### config.mk
export PLATFORM = sky130hd
export DESIGN_NAME = time_set_ctrl
export DESIGN_NICKNAME = d
export VERILOG_FILES = /design/src/rtl/time_set_ctrl.sv
export SDC_FILE = /design/constraint.sdc
export NUM_CORES = 1
export LEC_CHECK = 0
export CAP_MARGIN = 20
export CORE_UTILIZATION = 50
export CTS_BUF_LIST = sky130_fd_sc_hd__clkbuf_4 sky130_fd_sc_hd__clkbuf_8 sky130_fd_sc_hd__clkbuf_16
export DETAILED_ROUTE_END_ITERATION = 12
export PLACE_DENSITY = 0.8
export SKIP_CTS_REPAIR_TIMING = 1
export SYNTH_ARGS = -nofsm -noshare
export SYNTH_HDL_FRONTEND = slang
export SYNTH_SLANG_ARGS = --single-unit
### constraint.sdc
create_clock -name Millisecond_in -period 1.89 [get_ports Millisecond_in]
set_input_delay 0.189 -clock Millisecond_in [delete_from_list [all_inputs] [get_ports Millisecond_in]]
set_output_delay 0.189 -clock Millisecond_in [all_outputs]
set_load 0.01 [all_outputs]
### src/rtl/time_set_ctrl.sv
// time_set_ctrl
//   Time-setting controller for the clock board. Takes debounced, active-low,
//   one-tick key strobes. On MODE it copies the running time into shadow
//   registers and walks the user through hour -> minute -> second editing.
//   A final MODE commits the shadows with a one-cycle load strobe. CANCEL, or
//   TIMEOUT_MS ticks with no key, abandons the edit without a load. The block
//   also produces a blink enable for the field being edited.
//
// Ports
//   Millisecond_in  1 kHz tick clock, rising edge active
//   Reset           asynchronous, active-high reset
//   KEY_pulse[0:3]  active-low key strobes: [0]=MODE [1]=UP [2]=DOWN [3]=CANCEL
//   Hour_in         running hour   0..23
//   Minute_in       running minute 0..59
//   Second_in       running second 0..59
//   Hour_out        shadow hour
//   Minute_out      shadow minute
//   Second_out      shadow second
//   Load_en         one-cycle commit strobe for the time counter
//   Set_field       0=RUN 1=hour 2=minute 3=second
//   Blink           display enable for the edited field (1 in RUN)
module time_set_ctrl #(
  parameter int TIMEOUT_MS = 30000,
  parameter int BLINK_HALF = 250
) (
  input  logic       Millisecond_in,
  input  logic       Reset,
  input  logic [0:3] KEY_pulse,
  input  logic [4:0] Hour_in,
  input  logic [5:0] Minute_in,
  input  logic [5:0] Second_in,
  output logic [4:0] Hour_out,
  output logic [5:0] Minute_out,
  output logic [5:0] Second_out,
  output logic       Load_en,
  output logic [1:0] Set_field,
  output logic       Blink
);

  localparam logic [15:0] IDLE_LAST  = 16'(TIMEOUT_MS - 1);
  localparam logic [9:0]  BLINK_LAST = 10'(BLINK_HALF - 1);

  typedef enum logic [1:0] {
    RUN      = 2'd0,
    SET_HOUR = 2'd1,
    SET_MIN  = 2'd2,
    SET_SEC  = 2'd3
  } state_t;

  state_t      state;
  state_t      state_next;
  logic        commit;
  logic [15:0] idle_cnt;
  logic [9:0]  blink_cnt;

  // Modular increment/decrement; out-of-range values fold back into range
  function automatic logic [4:0] hour_step(input logic [4:0] v, input logic up);
    if (up) return (v >= 5'd23) ? 5'd0 : v + 5'd1;
    else    return (v == 5'd0 || v > 5'd23) ? 5'd23 : v - 5'd1;
  endfunction

  function automatic logic [5:0] sixty_step(input logic [5:0] v, input logic up);
    if (up) return (v >= 6'd59) ? 6'd0 : v + 6'd1;
    else    return (v == 6'd0 || v > 6'd59) ? 6'd59 : v - 6'd1;
  endfunction

  // Captured values are forced legal so the shadows never leave their range
  function automatic logic [4:0] hour_legal(input logic [4:0] v);
    return (v > 5'd23) ? 5'd0 : v;
  endfunction

  function automatic logic [5:0] sixty_legal(input logic [5:0] v);
    return (v > 6'd59) ? 6'd0 : v;
  endfunction

  // Key decode with priority CANCEL > MODE > UP > DOWN
  logic any_key, cancel_key, mode_key, up_key, down_key;
  logic in_set, timeout_hit, capture;

  assign any_key    = ~&KEY_pulse;
  assign cancel_key = ~KEY_pulse[3];
  assign mode_key   =  KEY_pulse[3] & ~KEY_pulse[0];
  assign up_key     =  KEY_pulse[3] &  KEY_pulse[0] & ~KEY_pulse[1];
  assign down_key   =  KEY_pulse[3] &  KEY_pulse[0] &  KEY_pulse[1] & ~KEY_pulse[2];

  assign in_set      = (state != RUN);
  // A key in the same tick as the timeout wins, so timeout requires no key
  assign timeout_hit = in_set && !any_key && (idle_cnt == IDLE_LAST);
  assign capture     = (state == RUN) && mode_key;

  // State register
  always_ff @(posedge Millisecond_in or posedge Reset) begin
    if (Reset) state <= RUN;
    else       state <= state_next;
  end

  // Next-state logic
  always_comb begin
    state_next = state;
    commit     = 1'b0;
    unique case (state)
      RUN: begin
        if (mode_key) state_next = SET_HOUR;
      end
      SET_HOUR: begin
        if (cancel_key || timeout_hit) state_next = RUN;
        else if (mode_key)             state_next = SET_MIN;
      end
      SET_MIN: begin
        if (cancel_key || timeout_hit) state_next = RUN;
        else if (mode_key)             state_next = SET_SEC;
      end
      SET_SEC: begin
        if (cancel_key || timeout_hit) state_next = RUN;
        else if (mode_key) begin
          state_next = RUN;
          commit     = 1'b1;
        end
      end
      default: state_next = RUN;
    endcase
  end

  // Output decode
  always_comb begin
    Set_field = state;
  end

  // Commit strobe is registered so the load lands with the final shadows
  always_ff @(posedge Millisecond_in or posedge Reset) begin
    if (Reset) Load_en <= 1'b0;
    else       Load_en <= commit;
  end

  // Shadow registers
  always_ff @(posedge Millisecond_in or posedge Reset) begin
    if (Reset) begin
      Hour_out   <= 5'd0;
      Minute_out <= 6'd0;
      Second_out <= 6'd0;
    end else if (capture) begin
      Hour_out   <= hour_legal(Hour_in);
      Minute_out <= sixty_legal(Minute_in);
      Second_out <= sixty_legal(Second_in);
    end else if (up_key || down_key) begin
      unique case (state)
        SET_HOUR: Hour_out   <= hour_step(Hour_out, up_key);
        SET_MIN:  Minute_out <= sixty_step(Minute_out, up_key);
        SET_SEC:  Second_out <= sixty_step(Second_out, up_key);
        default:  ;
      endcase
    end
  end

  // Idle counter: zero in RUN, on any key and on entry to a SET state
  always_ff @(posedge Millisecond_in or posedge Reset) begin
    if (Reset) begin
      idle_cnt <= 16'd0;
    end else if (state_next == RUN || state == RUN || any_key) begin
      idle_cnt <= 16'd0;
    end else begin
      idle_cnt <= idle_cnt + 16'd1;
    end
  end

  // Blink generator: restarts high on any key or SET entry, toggles on wrap
  always_ff @(posedge Millisecond_in or posedge Reset) begin
    if (Reset) begin
      blink_cnt <= 10'd0;
      Blink     <= 1'b1;
    end else if (state_next == RUN || state == RUN || any_key) begin
      blink_cnt <= 10'd0;
      Blink     <= 1'b1;
    end else if (blink_cnt == BLINK_LAST) begin
      blink_cnt <= 10'd0;
      Blink     <= ~Blink;
    end else begin
      blink_cnt <= blink_cnt + 10'd1;
    end
  end

endmodule

## Word-level counts from Yosys, hierarchy flattened

Cells that the tools add are included.

| word-level totals | value |
|---|---|
| register bits | 47 |
| word-level logic and storage cells | 103 |
| bits of input ports | 23 |
| output and inout bits | 21 |

| cells by class | value |
|---|---|
| add/sub/neg operators | 8 |
| equal/unequal tests | 5 |
| multiplexer cells | 37 |
| bitwise operators | 10 |
| reduce and logical (&&, ||, !) cells | 26 |
| $lt $le $gt $ge | 9 |

Operator list:

| kind | count |
|---|---|
| $mux 6 | 14 |
| $mux 5 | 7 |
| $gt 6x6->1 const B | 4 |
| $mux 10 | 2 |
| $add 16x1->16 const B | 1 |
| $eq 16x15->1 const B | 1 |
| $mux 16 | 1 |
| $mux 2 | 7 |
| $add 6x1->6 const B | 2 |
| $ge 6x6->1 const B | 2 |
| $logic_not 6->1 | 2 |
| $reduce_bool 2->1 | 6 |
| $sub 6x1->6 const B | 2 |
| $add 10x1->10 const B | 1 |
| $eq 10x8->1 const B | 1 |
| $gt 5x5->1 const B | 2 |
| $pmux 2 s4 | 1 |
| $logic_or 1x1->1 | 7 |
| $reduce_and 2->1 | 3 |
| $add 5x1->5 const B | 1 |
| $and 1x1->1 | 5 |
| $ge 5x5->1 const B | 1 |
| $logic_not 5->1 | 1 |
| $mux 1 | 5 |
| 8 further kinds | 16 |

## Logic depth before layout (Yosys ltp)

| logic depth | value |
|---|---|
| word-level depth | 10 |
| mapped depth | 8 |

## Least setup slack after synthesis

Ideal clock, no wire load.

| timing path | value |
|---|---|
| path type | reg-to-reg |
| from | reg Hour_out[0] |
| to | reg Hour_out[1] |
| data arrival time | 1.806 ns |
| path slack | 0.018 ns |
| cell stages (with the launch flop) | 9 |
| required time | 1.824 ns |
| buffers on the path | 1 |
| period minus slack after synthesis | 1.872 ns |
| cells stage by stage | dfrtp_1 clkbuf_1 inv_1 ha_1 or3b_4 a22oi_2 nor2_1 a211oi_1 a221o_1 |

| between the ends | value |
|---|---|
| cells in the longest elaborated chain, start to end | 7 |

RTL lines:

| what | RTL line | source |
|---|---|---|
| start: declaration | 32 | `output logic [4:0] Hour_out,` |
| start signal: assignment | 142 | `Hour_out <= hour_legal(Hour_in);` |
| start signal: assignment | 147 | `SET_HOUR: Hour_out <= hour_step(Hour_out, up_key);` |
| $gt 5x5->1 or $logic_not 5->1 (tied branches) | 59 | `else return (v == 5'd0 \|\| v > 5'd23) ? 5'd23 : v - 5'd1;` |
| $logic_or 1x1->1 | 59 |  |
| $mux 5 | 59 |  |
| $mux 5 (*) | 58 | `if (up) return (v >= 5'd23) ? 5'd0 : v + 5'd1;` |
| $mux 5 (*) | 146 | `unique case (state)` |
| $mux 5 (*) | 145 | `end else if (up_key \|\| down_key) begin` |
| $mux 5 (*) | 141 | `end else if (capture) begin` |

Mark *: on every way between the ends. The rest lies on a longest branch, timed or not. The select of a mux whose other input is x is not followed.
A chain may end at the register's enable or synchronous reset.

## Worst setup path after layout

| timing path | value |
|---|---|
| from | reg Minute_out[4] |
| to | reg Minute_out[3] |

| between the ends | value |
|---|---|
| cells in the longest elaborated chain, start to end | 7 |

RTL lines:

| what | RTL line | source |
|---|---|---|
| start: declaration | 33 | `output logic [5:0] Minute_out,` |
| start signal: assignment | 143 | `Minute_out <= sixty_legal(Minute_in);` |
| start signal: assignment | 148 | `SET_MIN: Minute_out <= sixty_step(Minute_out, up_key);` |
| $gt 6x6->1 or $logic_not 6->1 (tied branches) | 64 | `else return (v == 6'd0 \|\| v > 6'd59) ? 6'd59 : v - 6'd1;` |
| $logic_or 1x1->1 | 64 |  |
| $mux 6 | 64 |  |
| $mux 6 (*) | 63 | `if (up) return (v >= 6'd59) ? 6'd0 : v + 6'd1;` |
| $mux 6 (*) | 146 |  |
| $mux 6 (*) | 145 |  |
| $mux 6 (*) | 141 |  |

Marked as above.

==> impl_metrics.env <==
export IMPL_outcome="completed"
export IMPL_clock_latency_ns=0.31
export IMPL_numCtsBuffers=5
export IMPL_final_area_um2=4020
export IMPL_start_util=0.532
export IMPL_post_synth_top_count_cell="nor2_1"
export IMPL_track_usage=0.245
export IMPL_cts_htree_levels=2
export IMPL_ys_seq_area_frac=0.365
export IMPL_p_leak_uw=0.00169
export IMPL_rsz0062_at_grt="no"
export IMPL_wl_met2_um=3540
export IMPL_nNetsFinal=469
export IMPL_instances_no_fill=511
export IMPL_crit_chain="and4_1 -> a31oi_1 -> nor2_1 -> nor4_1 -> o22ai_1"
export IMPL_ys_flop_type="dfrtp_1"
export IMPL_die_h_um=82.3
export IMPL_syn_avg_cell_area_um2=8.59
export IMPL_synth_edff_count=0
export IMPL_clock_sinks=47
export IMPL_num_antenna_cells=0
export IMPL_path_clk_slew_ns=0.10
export IMPL_slew_headroom=0.738
export IMPL_ant_nets=0
export IMPL_crit_fanout=11
export IMPL_wire_per_inst_um=15.1
export IMPL_synth_area_leader_cell="dfrtp_1"
export IMPL_grt_antenna_before_repair=0
export IMPL_total_power_uw=3510
export IMPL_ys_types=60
export IMPL_synth_top_area_share=0.357
export IMPL_drt_iter0_markers=175
export IMPL_slowest_delay_ns=0.51
export IMPL_dr_pass1_iters=5
export IMPL_wl_met1_um=3630
export IMPL_ys_ff_latch=47
export IMPL_overflow=0
export IMPL_async_reset_ff_frac=1.00
export IMPL_synth_nets=409
export IMPL_final_layout_size_suffix_gt1_frac=0.126
export IMPL_grt_max_degree=39
export IMPL_finalHoldViolCount=0
export IMPL_crit_path_end_kind="flip-flop"
export IMPL_p_per_area_nw_per_um2=873
export IMPL_crit_family="simple AND/OR/NAND/NOR gates"
export IMPL_startpoint_type="flip-flop"
export IMPL_drc=0
export IMPL_cp_slowest_cell="dfrtp_1"
export IMPL_fin_crit_sh=0.946
export IMPL_synth_commonest_cells="nor2_1 (52), dfrtp_1 (46), nand2_1 (25), nand3_1 (25), xor2_1 (23)"
export IMPL_hpwl_um=5560
export IMPL_setup_viol=0
export IMPL_cp_buffers_inverters=0
export IMPL_finClkSkew_ns=0.00944
export IMPL_critPathArrivalTime_ns=1.97
export IMPL_routed_wl_um=7700
export IMPL_dieArea_um2=6770
export IMPL_cts_buffer_depth=2
export IMPL_final_util=0.664
export IMPL_rows=28
export IMPL_crit_type="flip-flop to flip-flop"
export IMPL_ioPinCount=44
export IMPL_die_w_um=82.3
export IMPL_crit_required_ns=2.07
export IMPL_place_port_buffers=43
export IMPL_cts_tree="done"
export IMPL_fmax_mhz=559
export IMPL_vias_per_cell=5.90
export IMPL_peakVddDrop_mv=0.673
export IMPL_synth_area_um2=3220
export IMPL_gp_congestion=0.856
export IMPL_placed_cells=501
export IMPL_grt_pass1_wl_um=12900
export IMPL_synth_top_cells_by_area="dfrtp_1 (36%), xor2_1 (6.3%), nor2_1 (6.1%)"
export IMPL_min_path_type="input pin to async pin"
export IMPL_wl_met3_um=453
export IMPL_core_um2=6060
export IMPL_ys_warn_count=0
export IMPL_finalMaxSlewViolations=0
export IMPL_period_minus_slack_ns=1.79
export IMPL_worstMarginPinSlew_ns=0.393
export IMPL_grt_pass1_vias=2788
export IMPL_ctsRootBufferMaster="clkbuf_8"
export IMPL_vias=3017
export IMPL_max_cap_viol_count=0
export IMPL_synth_cells=375
export IMPL_place_area_um2=3900
export IMPL_syn_to_final_growth_pct=24.8
export IMPL_top_layer_used="met4"
-- cell families after synthesis --
logic type,Yosys count,share of synthesized area
DFF,47,0.365
and+or+nand+nor,168,0.269
AOI/OAI and AO/OA,76,0.165
adders and majority gates,12,0.0458
muxes,2,0.00776
xor gates and xnor gates,33,0.0897
buffers and inverters,37,0.0575
-- layout by cell type (no fill, tap or decap), drive strengths merged, types with 4 or more instances in the layout --
| cell type | instances |
|---|---|
| nand2 | 25 |
| nand4b | 4 |
| a31oi | 8 |
| a211oi | 4 |
| dfrtp | 46 |
| inv | 17 |
| nor2 | 52 |
| buf | 33 |
| xor2 | 23 |
| ha | 11 |
| clkdlybuf4s50 | 43 |
| and3 | 15 |
| o21ai | 13 |
| o211ai | 4 |
| xnor2 | 10 |
| a21oi | 21 |
| clkbuf | 5 |
| nand4 | 8 |
| nand3 | 25 |
| nor3 | 11 |
-- power by group --
part | internal (uW) | switching, uW
clock network | 280 | 397
registers | 1120 | 165
logic | 775 | 781
-- layout make-up --
class	count	area [um^2]
Inverter	14	52.6
Timing Repair Buffer	76	728
Multi-Input combinational cell	291	1870
Clock inverter	3	28.8
Fill cell	513	2040
Clock buffer	5	68.8
Sequential cell	47	1180
Tap cell	75	93.8
-- sequential cells by signal (all words and copies together) (netlist names) --
signal / flops
idle_cnt: 16
Set_field: 2
Minute_out: 6
blink_cnt: 10
Blink: 1
Load_en: 1
Second_out: 6
Hour_out: 5
-- routing by layer --
metal | up-vias | global-route usage
li1 | 1457 | -
met1 | 1447 | 0.343
met2 | 106 | 0.394
met3 | 7 | 0.0341
met4 | 0 | 0.0684
met5 | - | 0
-- worst paths after layout --
| check | slack [ns] | endpoint | depth (start not counted) | startpoint |
|---|---|---|---|---|
| max | 0.10 | Minute_out[3]$_DFFE_PP0P_ | 5 | Minute_out[4]$_DFFE_PP0P_ |
| min | 0.09 | idle_cnt[5]$_DFF_PP0_ | 2 | Reset |
| max reg2reg | 0.10 | Minute_out[3]$_DFFE_PP0P_ | 5 | Minute_out[4]$_DFFE_PP0P_ |
| min reg2reg | 0.50 | blink_cnt[0]$_DFF_PP0_ | 1 | blink_cnt[0]$_DFF_PP0_ |
| max in group asynchronous | 1.32 | Hour_out[0]$_DFFE_PP0P_ | 3 | Reset |
| min in group Millisecond_in | 0.47 | Second_out[1]$_DFFE_PP0P_ | 3 | Second_in[1] |
-- through the flow --
| step | hold WS [ns] | TNS [ns] | setup WS (ns) |
|---|---|---|---|
| floorplan | 0.314 | 0 | 0.0179 |
| global placement | 0.440 | 0 | 0.0265 |
| detailed placement | 0.443 | -0.0305 | -0.0138 |
| CTS | 0.0984 | 0 | 0.0290 |
| global route | 0.118 | 0 | 0.00162 |
| finish | 0.0943 | 0 | 0.102 |
Note: power is estimated with default switching activity, not from simulation.
